`config.mk`:
```
export PLATFORM = sky130hd
export DESIGN_NAME = uart_receiver_fsm_flat
export DESIGN_NICKNAME = d
export VERILOG_FILES = /design/src/rtl/uart_receiver_fsm_if.sv /design/src/rtl/uart_receiver_fsm.sv /design/src/flat_wrapper.sv
export SDC_FILE = /design/constraint.sdc
export NUM_CORES = 1
export LEC_CHECK = 0
export BUFFER_PORTS_ARGS = -buffer_cell sky130_fd_sc_hd__buf_2
export CAP_MARGIN = 0
export CORE_MARGIN = 8
export CORE_UTILIZATION = 55
export DETAILED_ROUTE_END_ITERATION = 16
export PLACE_DENSITY = 0.88
export SYNTH_ARGS = -nofsm -noshare
export SYNTH_HDL_FRONTEND = slang
export SYNTH_SLANG_ARGS = --single-unit
```
`constraint.sdc`:
```
create_clock -name fsm_clk -period 4.25 [get_ports fsm_clk]
set_input_delay 0.2125 -clock fsm_clk [delete_from_list [all_inputs] [get_ports fsm_clk]]
set_output_delay 0.2125 -clock fsm_clk [all_outputs]
set_load 0.02 [all_outputs]
```
`src/rtl/uart_receiver_fsm_if.sv`:
```
// Receiver-side bundle of the UART core: line and enable in, received word and status out.
interface uart_receiver_fsm_if #(
  parameter int DATA_BITS = 8
);
  logic                 rx_enable;
  logic                 rx_in;
  logic [DATA_BITS-1:0] rx_data;
  logic                 rx_valid;
  logic                 busy;
  logic                 frame_err;
  logic                 parity_err;

  modport master (
    output rx_enable, rx_in,
    input  rx_data, rx_valid, busy, frame_err, parity_err
  );

  modport slave (
    input  rx_enable, rx_in,
    output rx_data, rx_valid, busy, frame_err, parity_err
  );
endinterface

```
`src/rtl/uart_receiver_fsm.sv`:
```
// Oversampled UART receive FSM: 2-flop synchroniser, start-edge detect, mid-bit sampling, stop check.
// Define RX_PARITY_EN to insert a parity bit between the data bits and the stop bit.
module uart_receiver_fsm #(
  parameter int DATA_BITS  = 8,
  parameter int OVERSAMPLE = 16,
  parameter bit PARITY_ODD = 1'b0
) (
  input logic                fsm_clk,
  input logic                rst_n,
  uart_receiver_fsm_if.slave rx
);
  localparam int CNT_W = $clog2(OVERSAMPLE);
  localparam int IDX_W = $clog2(DATA_BITS + 1);
  localparam logic [CNT_W-1:0] CNT_HALF = CNT_W'(OVERSAMPLE / 2 - 1);
  localparam logic [CNT_W-1:0] CNT_LAST = CNT_W'(OVERSAMPLE - 1);
  localparam logic [IDX_W-1:0] IDX_LAST = IDX_W'(DATA_BITS - 1);

  localparam logic [2:0] IDLE   = 3'd0;
  localparam logic [2:0] START  = 3'd1;
  localparam logic [2:0] DATA   = 3'd2;
  localparam logic [2:0] STOP   = 3'd4;
`ifdef RX_PARITY_EN
  localparam logic [2:0] PARITY = 3'd3;
`endif

  logic                 sync1;
  logic                 sync2;
  logic                 prev;
  logic                 rx_s;
  logic [2:0]           state;
  logic [CNT_W-1:0]     cnt;
  logic [IDX_W-1:0]     bit_idx;
  logic [DATA_BITS-1:0] shift_reg;
  logic [DATA_BITS-1:0] data_q;
  logic                 valid_q;
  logic                 ferr_q;
  logic                 perr_q;
`ifdef RX_PARITY_EN
  logic                 par_bit;
  logic                 par_mismatch;

  assign par_mismatch = (^shift_reg) ^ PARITY_ODD ^ par_bit;
`else
  logic                 unused_parity_odd;

  assign unused_parity_odd = PARITY_ODD;
`endif

  assign rx_s          = sync2;
  assign rx.rx_data    = data_q;
  assign rx.rx_valid   = valid_q;
  assign rx.busy       = (state != IDLE);
  assign rx.frame_err  = ferr_q;
  assign rx.parity_err = perr_q;

  always_ff @(posedge fsm_clk) begin
    if (!rst_n) begin
      sync1     <= 1'b1;
      sync2     <= 1'b1;
      prev      <= 1'b1;
      state     <= IDLE;
      cnt       <= '0;
      bit_idx   <= '0;
      shift_reg <= '0;
      data_q    <= '0;
      valid_q   <= 1'b0;
      ferr_q    <= 1'b0;
      perr_q    <= 1'b0;
`ifdef RX_PARITY_EN
      par_bit   <= 1'b0;
`endif
    end else begin
      sync1   <= rx.rx_in;
      sync2   <= sync1;
      prev    <= sync2;
      valid_q <= 1'b0;

      // Disabling discards any partial frame; held outputs are left untouched.
      if (!rx.rx_enable) begin
        state   <= IDLE;
        cnt     <= '0;
        bit_idx <= '0;
      end else begin
        case (state)
          IDLE: begin
            cnt     <= '0;
            bit_idx <= '0;
            if (prev && !rx_s) begin
              state <= START;
            end
          end

          // A start bit that is high again at its mid-point is treated as a glitch.
          START: begin
            if (cnt == CNT_HALF) begin
              cnt <= '0;
              if (!rx_s) begin
                state   <= DATA;
                bit_idx <= '0;
              end else begin
                state <= IDLE;
              end
            end else begin
              cnt <= cnt + 1'b1;
            end
          end

          DATA: begin
            if (cnt == CNT_LAST) begin
              cnt       <= '0;
              shift_reg <= {rx_s, shift_reg[DATA_BITS-1:1]};
              bit_idx   <= bit_idx + 1'b1;
              if (bit_idx == IDX_LAST) begin
`ifdef RX_PARITY_EN
                state <= PARITY;
`else
                state <= STOP;
`endif
              end
            end else begin
              cnt <= cnt + 1'b1;
            end
          end

`ifdef RX_PARITY_EN
          PARITY: begin
            if (cnt == CNT_LAST) begin
              cnt     <= '0;
              par_bit <= rx_s;
              state   <= STOP;
            end else begin
              cnt <= cnt + 1'b1;
            end
          end
`endif

          STOP: begin
            if (cnt == CNT_LAST) begin
              cnt    <= '0;
              state  <= IDLE;
              ferr_q <= !rx_s;
`ifdef RX_PARITY_EN
              perr_q <= par_mismatch;
              if (rx_s && !par_mismatch) begin
                data_q  <= shift_reg;
                valid_q <= 1'b1;
              end
`else
              if (rx_s) begin
                data_q  <= shift_reg;
                valid_q <= 1'b1;
              end
`endif
            end else begin
              cnt <= cnt + 1'b1;
            end
          end

          default: begin
            state   <= IDLE;
            cnt     <= '0;
            bit_idx <= '0;
          end
        endcase
      end
    end
  end
endmodule

```
`src/flat_wrapper.sv`:
```
// flat-port wrapper written by rule: the top's interface ports become plain ports
module uart_receiver_fsm_flat 
#(
  parameter int DATA_BITS  = 8,
  parameter int OVERSAMPLE = 16,
  parameter bit PARITY_ODD = 1'b0
)
  (fsm_clk, rst_n, rx_rx_enable, rx_rx_in, rx_rx_data, rx_rx_valid, rx_busy, rx_frame_err, rx_parity_err);
  uart_receiver_fsm_if #(.DATA_BITS(DATA_BITS)) rx_i ();
  input logic fsm_clk;
  input logic rst_n;
  input wire logic [$bits(rx_i.rx_enable)-1:0] rx_rx_enable;
  input wire logic [$bits(rx_i.rx_in)-1:0] rx_rx_in;
  output wire logic [$bits(rx_i.rx_data)-1:0] rx_rx_data;
  output wire logic [$bits(rx_i.rx_valid)-1:0] rx_rx_valid;
  output wire logic [$bits(rx_i.busy)-1:0] rx_busy;
  output wire logic [$bits(rx_i.frame_err)-1:0] rx_frame_err;
  output wire logic [$bits(rx_i.parity_err)-1:0] rx_parity_err;
  assign rx_i.rx_enable = rx_rx_enable;
  assign rx_i.rx_in = rx_rx_in;
  assign rx_rx_data = rx_i.rx_data;
  assign rx_rx_valid = rx_i.rx_valid;
  assign rx_busy = rx_i.busy;
  assign rx_frame_err = rx_i.frame_err;
  assign rx_parity_err = rx_i.parity_err;
  uart_receiver_fsm #(.DATA_BITS(DATA_BITS), .OVERSAMPLE(OVERSAMPLE), .PARITY_ODD(PARITY_ODD)) u_core (.fsm_clk(fsm_clk), .rst_n(rst_n), .rx(rx_i));
endmodule
```
==> key figures, run 1 <==
Clocking
  – TritonCTS clock tree: built
  – Clk sink count: 32
  – Setup Buffers After CTS: 0
  – Hold Buf Count CTS: 0
  – H-tree levels: 2
  – Bufs on Longest Clock Path: 2
  – PostCTS Resize Cnt: 0
  – Root buffer cell: clkbuf_4
  – Clk_lat worst skew: 0.33 ns
  – Reg clk slew, reported paths: 0.10 ns
  – TritonCTS buffer count: 5

Synthesis
  – Most common cell in the netlist: dfxtp_1
  – Post-synthesis cell count: 144
  – Post-synth top cells: dfxtp_1 (32), nor2_1 (23), mux2i_1 (20), nand2_1 (13), a21oi_1 (5)
  – Syn nets: 150
  – Synth Warn #: 0
  – Post-synth ARST share: 0
  – Synth Flop Type: dfxtp_1
  – Top-area cell type share of the netlist area: 0.467
  – Synth cell types: 39
  – Syn Area/Cell: 9.52 sq um
  – FF+latch count, synth: 32
  – Post-Syn Area: 1370 sq um
  – EDFF count, synth: 0
  – Register area share after synthesis: 0.467
  – Synth area leader: dfxtp_1
  – Largest cells by area after synthesis: dfxtp_1 (47%), mux2i_1 (15%), nor2_1 (6.3%)

Die
  – Die Ht: 65.9 um
  – Std cell rows: 18
  – Starting Density: 0.569
  – Die X: 65.9 um
  – Num ports: 16
  – Die Area: 4350 sq um
  – CORE AREA: 2410 sq um

STA
  – Clk_skew: 0.00604 ns
  – Fin. Hold Viols: 0
  – Max-slew violation count: 0
  – Final setup viols: 0
  – Max transition margin: 0.577
  – Actual slew at the worst max-slew pin: 0.625 ns
  – TNS Setup: 0 ns
  – Tmin final: 1.94 ns
  – Max Fclk: 516 MHz
  – RSZ-0062 raised after global routing: no
  – Fin crit share: 0.456

Setup path
  – Crit-path max cell delay: 0.53 ns
  – Bufs and invs on worst path: 0
  – Cells along the critical path: ha_1 -> and4_1 -> nand4_1 -> mux2i_1 -> nor2_1
  – Flop2flop setup slack: 2.31 ns
  – Worst setup EP type: register
  – Crit path max-delay family: simple AND/OR/NAND/NOR gates
  – WP data arrival: 2.16 ns
  – Critical-path top delay cell: nand4_1
  – Critical path peak fanout: 10
  – R2r startpoint: u_core.cnt[0]$_SDFF_PN0_
  – CP Launch Point: u_core.cnt[0]$_SDFF_PN0_
  – Crit path launch type: register
  – CP Data Required Time: 4.47 ns
  – CP Class: reg2reg

Layout
  – Layout cells sized above 1: 0.177
  – Design Area, Final: 1520 sq um
  – Syn-to-layout area delta: 11.1%
  – Post-layout util: 0.632
  – Fillers: 186
  – Final nets: 163
  – # diodes: 0

Drt
  – DR vias/cell: 5.56
  – Vias: 1045
  – Pre-Repair DR Iteration Count: 4
  – Initial DRC count: 47
  – DRT Wirelength: 2.67 mm
  – DR WL/cell: 14.2 um
  – DRC violations left: 0
  – Detail Route Antenna Nets: 0

Pwr
  – Pwr dens: 381 nW/um^2
  – VDD IR max: 0.000410 V
  – Leak: 0.637 nW

Placed design
  – Gpl congestion: 0.851
  – Port bufs: 14
  – Post-DP HPWL: 1.85 mm
  – Placed Area: 1430 sq um

GRT
  – First-pass GRT wire length: 4.42 mm
  – Largest net degree at the start of global routing: 18
  – Initial antenna violation count: 0
  – Total grt overflow: 0
  – Total GRT Usage: 0.132
  – Number of global-route vias before repair: 1003

Outcome
  – Status: completed

Hold path
  – Min-delay src: rx_rx_in
  – Hold Path Class: in2reg

Flow run
  – Max-capacitance violation count: 0
==> final cells by class <==
type                       instances  area [sq um]  share of cell area
tap                               30          37.5              0.0246
clock buffer                       7          65.1              0.0427
inverter                           2          7.51             0.00493
clock inverter                     1          30.0              0.0197
timing repair buffer              14          70.1              0.0460
sequential                        32           641               0.420
multi-input combinational        102           673               0.442
==> metal layers <==
metal	wire length, um	global-route usage
met3	148	0.0508
met4	76	0.0827
met1	1170	0.137
met5	0	0
met2	1280	0.218
==> worst reg2reg max path: stages, from the launching register on <==
cell	delay (ns)
dfxtp_1	0.36
ha_1	0.23
and4_1	0.25
nand4_1	0.53
mux2i_1	0.39
nor2_1	0.07
==> placed cells by master, fill, tap and decap left out <==
master / n
dfxtp_1: 32
nor2_2: 1
a31o_2: 1
clkinv_1: 1
nand2_1: 13
nor3b_2: 1
clkbuf_4: 5
mux2i_1: 20
o22a_1: 1
a211oi_2: 1
o21ai_0: 2
ha_1: 2
nor3_1: 1
buf_2: 14
nor2b_1: 3
nand3b_1: 2
nand3_1: 4
or2_0: 1
a21oi_1: 5
conb_1: 1
xnor2_1: 1
nor4_1: 2
or3_1: 1
or3_4: 1
inv_1: 1
and4_1: 1
or3b_1: 1
xor2_1: 1
and2_1: 2
and3_1: 1
nand4_1: 1
a2bb2oi_1: 1
clkbuf_8: 2
o311ai_1: 1
nand2b_1: 4
o21a_1: 1
nor2_1: 23
bufinv_16: 1
o221a_4: 1
==> per-stage QoR <==
step / std cells / hold WS [ns] / worst slack, ns / power, mW
floorplan: 144 / 0.286 / 2.83 / 0.323
global placement: 180 / 0.394 / 2.48 / 0.326
CTS: 188 / 0.0457 / 2.28 / 0.583
finish: 188 / 0.0567 / 2.31 / 0.580
detailed placement: 180 / 0.399 / 2.30 / 0.326
global route: 188 / 0.0338 / 2.16 / 0.600
==> cell families after synthesis <==
family / share of synthesized area
xor gates and xnor gates: 0.0128
and+or+nand+nor: 0.231
DFF: 0.467
muxes: 0.146
other: 0.00273
adders and majority gates: 0.0182
buffers and inverters: 0.0420
AOI/OAI and AO/OA: 0.0803
==> power by group <==
part	switching, mW	leakage [nW]	total (mW)	internal, mW
clock network	0.104	0.0515	0.260	0.156
registers	0.00190	0.258	0.303	0.301
logic	0.0104	0.327	0.0165	0.00614
total	0.117	0.637	0.580	0.463
==> path summary, 6_finish.rpt <==
path | end | depth (start not counted)
hold reg to reg | u_core.rx_s$_SDFF_PN1_ | 1
setup / recovery | u_core.rx.rx_data[5]$_SDFFE_PN0P_ | 5
setup reg to reg | u_core.rx.rx_data[5]$_SDFFE_PN0P_ | 5
hold / removal | u_core.sync1$_SDFF_PN1_ | 2
(Power assumes the default switching activity.)
==> run 2, diff against run 1 <==
- CORE_UTILIZATION: 55 -> 50
- PLACE_DENSITY: 0.88 -> 0.85
- clock period: 4.25 -> 1.65 ns (I/O delays scaled with it)
==> run 2 against run 1 <==
  * Wire length increased by 0.34%
  * Non-clock buffer count increased by 8
  * First-iteration DRC count decreased by 2.1%
==> key figures, run 2 (synthesis gave the netlist of run 1 again) <==
Setup path
  – CP Class: reg2reg
  – R2r startpoint: u_core.cnt[0]$_SDFF_PN0_
  – Worst setup EP type: register
  – Crit path launch type: register
  – WP data arrival: 1.78 ns
  – FF-to-FF End: u_core.state[2]$_SDFFE_PN0P_
  – Critical path peak fanout: 4
  – CP Data Required Time: 1.91 ns
  – Flop2flop setup slack: 0.13 ns
  – Worst r2r path cells: 5

Layout
  – Layout cells sized above 1: 0.218
  – Most common cell after layout, fill and taps aside: dfxtp_1
  – # diodes: 0
  – Post-layout util: 0.585
  – Fillers: 231
  – Most frequent cells in the layout: dfxtp_1 (31), nor2_1 (23), mux2i_1 (20)
  – Final nets: 171
  – Post-Layout Cell Count: 196
  – Syn-to-layout area delta: 14.5%
  – Design Area, Final: 1570 sq um

GRT
  – Total GRT Usage: 0.133
  – Largest net degree at the start of global routing: 18
  – First-pass GRT wire length: 4.73 mm
  – Total grt overflow: 0
  – Initial antenna violation count: 0
  – Number of global-route vias before repair: 1088

Drt
  – Detail Route Antenna Nets: 0
  – Initial DRC count: 46
  – DRT Wirelength: 2.68 mm
  – DRC violations left: 0
  – DR WL/cell: 13.7 um
  – Vias: 1086
  – DR vias/cell: 5.54
  – Pre-Repair DR Iteration Count: 4

Pwr
  – Leak: 0.649 nW
  – Pwr dens: 792 nW/um^2
  – VDD IR max: 0.000674 V

Clocking
  – Setup Buffers After CTS: 0
  – H-tree levels: 2
  – Clk_lat worst skew: 0.33 ns
  – Bufs on Longest Clock Path: 2
  – TritonCTS clock tree: built
  – TritonCTS buffer count: 5
  – Clk sink count: 32
  – Root buffer cell: clkbuf_4
  – Reg clk slew, reported paths: 0.10 ns

Placed design
  – Placed Area: 1480 sq um
  – Pre-CTS setup slack: 0.112 ns
  – Port bufs: 14
  – Gpl congestion: 0.869
  – Placed cell count: 186
  – Post-DP HPWL: 1.99 mm

STA
  – Fin crit share: 0.922
  – Fin. Hold Viols: 0
  – TNS Setup: 0 ns
  – Tmin final: 1.52 ns
  – Clk_skew: 0.00895 ns
  – Final setup viols: 0
  – Max Fclk: 657 MHz
  – Actual slew at the worst max-slew pin: 0.558 ns
  – Max-slew violation count: 0
  – Max transition margin: 0.622
  – RSZ-0062 raised after global routing: no
  – Setup ws final: 0.128 ns

Die
  – Die Area: 4670 sq um
  – Std cell rows: 19
  – CORE AREA: 2690 sq um
  – Starting Density: 0.510
  – Die Ht: 68.4 um
  – Die X: 68.4 um
  – Num ports: 16

Hold path
  – Hold Path Class: in2reg
  – Min-delay src: rx_rx_enable
  – Hold Crit Endpoint: u_core.bit_idx[2]$_SDFFE_PN0P_
  – Worst Hold Path Cells: 3

Flow run
  – Max-capacitance violation count: 0

Outcome
  – Status: completed
-- run 2: layer usage --
layer,wire [um],part of all wire,up-vias,GRT usage
met5,0,0,-,0
met4,44,0.016,0,0.0563
met3,98,0.037,8,0.0507
met2,1390,0.52,26,0.230
met1,1150,0.43,521,0.142
li1,-,-,531,-
-- run 2: worst max-delay path, stage by stage (launching register included) --
cell	delay, ns
dfxtp_1	0.38
ha_2	0.23
nand3_1	0.16
a21oi_1	0.25
o221a_4	0.25
mux2i_1	0.18
-- run 2: worst max path at each step --
stage / endpoint / depth (start not counted) / slack, ns / start
after floorplan: u_core.rx.rx_data[0]$_SDFFE_PN0P_ / 6 / 0.23 / u_core.cnt[0]$_SDFF_PN0_
final: u_core.state[2]$_SDFFE_PN0P_ / 5 / 0.13 / u_core.cnt[0]$_SDFF_PN0_
after global routing: u_core.shift_reg[4]$_SDFFE_PN0P_ / 6 / 0.03 / u_core.cnt[0]$_SDFF_PN0_
after detailed placement: u_core.shift_reg[7]$_SDFFE_PN0P_ / 6 / 0.11 / u_core.cnt[0]$_SDFF_PN0_
after global placement: u_core.shift_reg[3]$_SDFFE_PN0P_ / 6 / 0.18 / u_core.cnt[0]$_SDFF_PN0_
after CTS: u_core.state[2]$_SDFFE_PN0P_ / 5 / 0.08 / u_core.cnt[0]$_SDFF_PN0_
-- run 2: final cells by class --
class / instances / area [sq um] / share of cell area
Clock buffer: 5 / 37.5 / 0.0239
Inverter: 2 / 7.51 / 0.00478
Tap cell: 31 / 38.8 / 0.0247
Multi-Input combinational cell: 102 / 682 / 0.434
Sequential cell: 32 / 642 / 0.409
Clock inverter: 2 / 12.5 / 0.00797
Timing Repair Buffer: 22 / 150 / 0.0956
-- run 2: repair_timing --
item	4_1_cts	5_1_grt
hold endpoints to repair	3	0
hold buffers	3	0
gates resized for setup	0	4
setup endpoints to repair	0	5
-- run 2: per-stage QoR --
stage	power (mW)	hold WS, ns
after floorplan	0.832	0.156
after global placement	0.842	0.269
after detailed placement	0.843	0.272
after CTS	1.26	0.0892
after global routing	1.31	0.101
final	1.24	0.102
-- run 2: report_power, final --
group / leakage, nW / total (mW) / switching, mW / internal (mW)
Sequential: 0.259 / 0.780 / 0.00470 / 0.776
Combinational: 0.363 / 0.0500 / 0.0270 / 0.0230
Clock: 0.0271 / 0.414 / 0.259 / 0.155
==> run 3, diff against run 2 <==
- ABC_AREA: default -> 1
==> run 3 against run 2 <==
  * Utilization decreased by 0.46 points
  * Die area down 0.98%
  * Via count grew 4.8%
  * Sequential power is 5.6% higher
  * Critical path depth grew 2
  * First-iteration DRC count is 4.3% lower
  * Combinational power grew to 5.4 times the previous value
  * Flip-flop and latch count unchanged
  * Clock skew increased by 0.0039 ns
  * Global-route usage fell by 0.28 points
  * Cell area down 1.7%
  * Clock power grew 9.9%
==> key figures, run 3 <==
Layout
  – Fillers: 240
  – Final nets: 207
  – # diodes: 0
  – Most frequent cells in the layout: nor2_1 (40), nand2_1 (32), dfxtp_1 (32)
  – Syn-to-layout area delta: 14.0%
  – Post-Layout Cell Count: 233
  – Area of the multi-input gates: 641 sq um
  – Reg area: 641 sq um
  – Design Area, Final: 1540 sq um
  – Post-layout util: 0.580
  – Most common cell after layout, fill and taps aside: nor2_1
  – Layout cells sized above 1: 0.188

Clocking
  – Reg clk slew, reported paths: 0.11 ns
  – Bufs on Longest Clock Path: 2
  – TritonCTS buffer count: 5
  – Setup Buffers After CTS: 0
  – TritonCTS clock tree: built
  – Clk sink count: 32
  – H-tree levels: 2
  – Clk_lat worst skew: 0.34 ns
  – Root buffer cell: clkbuf_4

Setup path
  – Critical path peak fanout: 9
  – R2r startpoint: u_core.cnt[0]$_SDFF_PN0_
  – Bufs and invs on worst path: 0
  – Flop2flop setup slack: 0.19 ns
  – Cells along the critical path: ha_2 -> nand3_4 -> nor3_4 -> nand2_4 -> nor2_8 -> nand2_1 -> nand2_1
  – CP Launch Point: u_core.cnt[0]$_SDFF_PN0_
  – Crit path max-delay family: simple AND/OR/NAND/NOR gates
  – Worst setup EP type: register
  – WP data arrival: 1.75 ns
  – Worst r2r path cells: 7
  – CP Depth: 7
  – Crit path top cell by count: nand2_1
  – CP Class: reg2reg
  – FF-to-FF End: u_core.rx.rx_data[0]$_SDFFE_PN0P_
  – Crit-path max cell delay: 0.37 ns
  – CP Data Required Time: 1.93 ns
  – Crit path launch type: register
  – Critical-path top delay cell: dfxtp_1

Synthesis
  – Post-synth ARST share: 0
  – Largest cells by area after synthesis: dfxtp_1 (47%), nor2_1 (11%), nand2_1 (8.9%)
  – Post-Syn Area: 1350 sq um
  – Synth Warn #: 0
  – Syn nets: 185
  – Top-area cell type share of the netlist area: 0.473
  – Synth cell types: 23
  – FF+latch count, synth: 32
  – Synth area leader: dfxtp_1
  – Register area share after synthesis: 0.473
  – Most common cell in the netlist: nor2_1
  – EDFF count, synth: 0
  – Post-synthesis cell count: 179
  – Post-synth top cells: nor2_1 (40), dfxtp_1 (32), nand2_1 (32), nand3_1 (20), inv_1 (15)
  – Syn Area/Cell: 7.56 sq um
  – Synth Flop Type: dfxtp_1

Drt
  – DR WL/cell: 10.9 um
  – DRT Wirelength: 2.54 mm
  – DR vias/cell: 4.88
  – DRC violations left: 0
  – Initial DRC count: 44
  – Detail Route Antenna Nets: 0
  – Vias: 1138
  – Pre-Repair DR Iteration Count: 4

STA
  – Setup ws final: 0.188 ns
  – RSZ-0062 raised after global routing: no
  – Max Fclk: 684 MHz
  – Tmin final: 1.46 ns
  – Hold Slack: 0.0484 ns
  – Final setup viols: 0
  – TNS Setup: 0 ns
  – Fin crit share: 0.886
  – Fin. Hold Viols: 0
  – Max-slew violation count: 0
  – Clk_skew: 0.0128 ns

Hold path
  – Hold Path Class: in2reg
  – Worst Hold Path Cells: 3
  – Min-delay src: rx_rx_enable
  – Hold Crit Endpoint: u_core.bit_idx[2]$_SDFFE_PN0P_

Flow run
  – Max-capacitance violation count: 0

Pwr
  – Leak: 0.795 nW
  – Cell Int Power: 1.05 mW
  – Pwr Total: 1.55 mW
  – Sw Share: 0.319
  – Comb pwr share: 0.173
  – Sequential Power Share: 0.532
  – Pwr dens: 1000 nW/um^2
  – VDD IR max: 0.000867 V
  – Clock share of power: 0.294
  – Sw Pwr: 494 uW

Placed design
  – Post-DP HPWL: 1.91 mm
  – Gpl congestion: 0.893
  – Pre-CTS setup slack: 0.169 ns
  – Port bufs: 14
  – Placed Area: 1470 sq um
  – Placed cell count: 224

GRT
  – Largest net degree at the start of global routing: 19
  – First-pass GRT wire length: 4.45 mm
  – Number of global-route vias before repair: 1136
  – Total grt overflow: 0
  – Initial antenna violation count: 0
  – Total GRT Usage: 0.130

Die
  – Die X: 68.0 um
  – Starting Density: 0.508
  – Die Area: 4630 sq um
  – Num ports: 16
  – Std cell rows: 19
  – CORE AREA: 2660 sq um
  – Die Ht: 68.0 um

Outcome
  – Status: completed
-- run 3: area by class of cell --
cell class	count	area share
Clock buffer	5	0.0243
Clock inverter	3	0.0154
Inverter	16	0.0389
Multi-Input combinational cell	128	0.415
Sequential cell	32	0.415
Tap cell	31	0.0251
Timing Repair Buffer	18	0.0665
-- run 3: cells by family (layout without fill, tap and decap cells) --
group / after synthesis / count (layout) / synth area share
AND/OR/NAND/NOR: 105 / 105 / 0.370
XOR/XNOR: 1 / 1 / 0.00647
other: 1 / 1 / 0.00277
buffers and inverters: 19 / 42 / 0.0555
AO/OA/AOI/OAI: 19 / 19 / 0.0739
adder cells (fa/ha/maj): 2 / 2 / 0.0185
flip-flops: 32 / 32 / 0.473
-- run 3: power by group through the flow --
stage | registers (mW) | clock network, mW | logic [mW]
finish | 0.824 | 0.455 | 0.268
global route | 0.827 | 0.505 | 0.307
CTS | 0.823 | 0.469 | 0.267
detailed placement | 0.841 | 0 | 0.264
global placement | 0.840 | 0 | 0.259
floorplan | 0.834 | 0 | 0.211
-- run 3: per-layer routing --
| layer | part of all wire | vias to the layer above | GRT usage |
|---|---|---|---|
| li1 | - | 611 | - |
| met1 | 0.45 | 505 | 0.125 |
| met2 | 0.51 | 20 | 0.222 |
| met3 | 0.037 | 2 | 0.0671 |
| met4 | 0.0055 | 0 | 0.0716 |
| met5 | 0 | - | 0 |
-- run 3: how the worst max path moves through the flow --
stage	end
floorplan	u_core.bit_idx[0]$_SDFFE_PN0P_
global placement	u_core.rx.rx_data[5]$_SDFFE_PN0P_
detailed placement	u_core.rx.rx_data[0]$_SDFFE_PN0P_
CTS	u_core.rx.rx_data[0]$_SDFFE_PN0P_
global route	u_core.rx.rx_data[0]$_SDFFE_PN0P_
finish	u_core.rx.rx_data[0]$_SDFFE_PN0P_
-- run 3: worst min-delay path, cell delays in order --
cell     delay [ns]
buf_2          0.11
nand2_1        0.10
a21oi_1        0.05
-- run 3: timing repair --
action | in CTS | in global routing
endpoints found under the setup margin | 0 | 1
endpoints found under the hold margin | 1 | 0
hold buffers | 1 | 0
gates resized for setup | 0 | 1
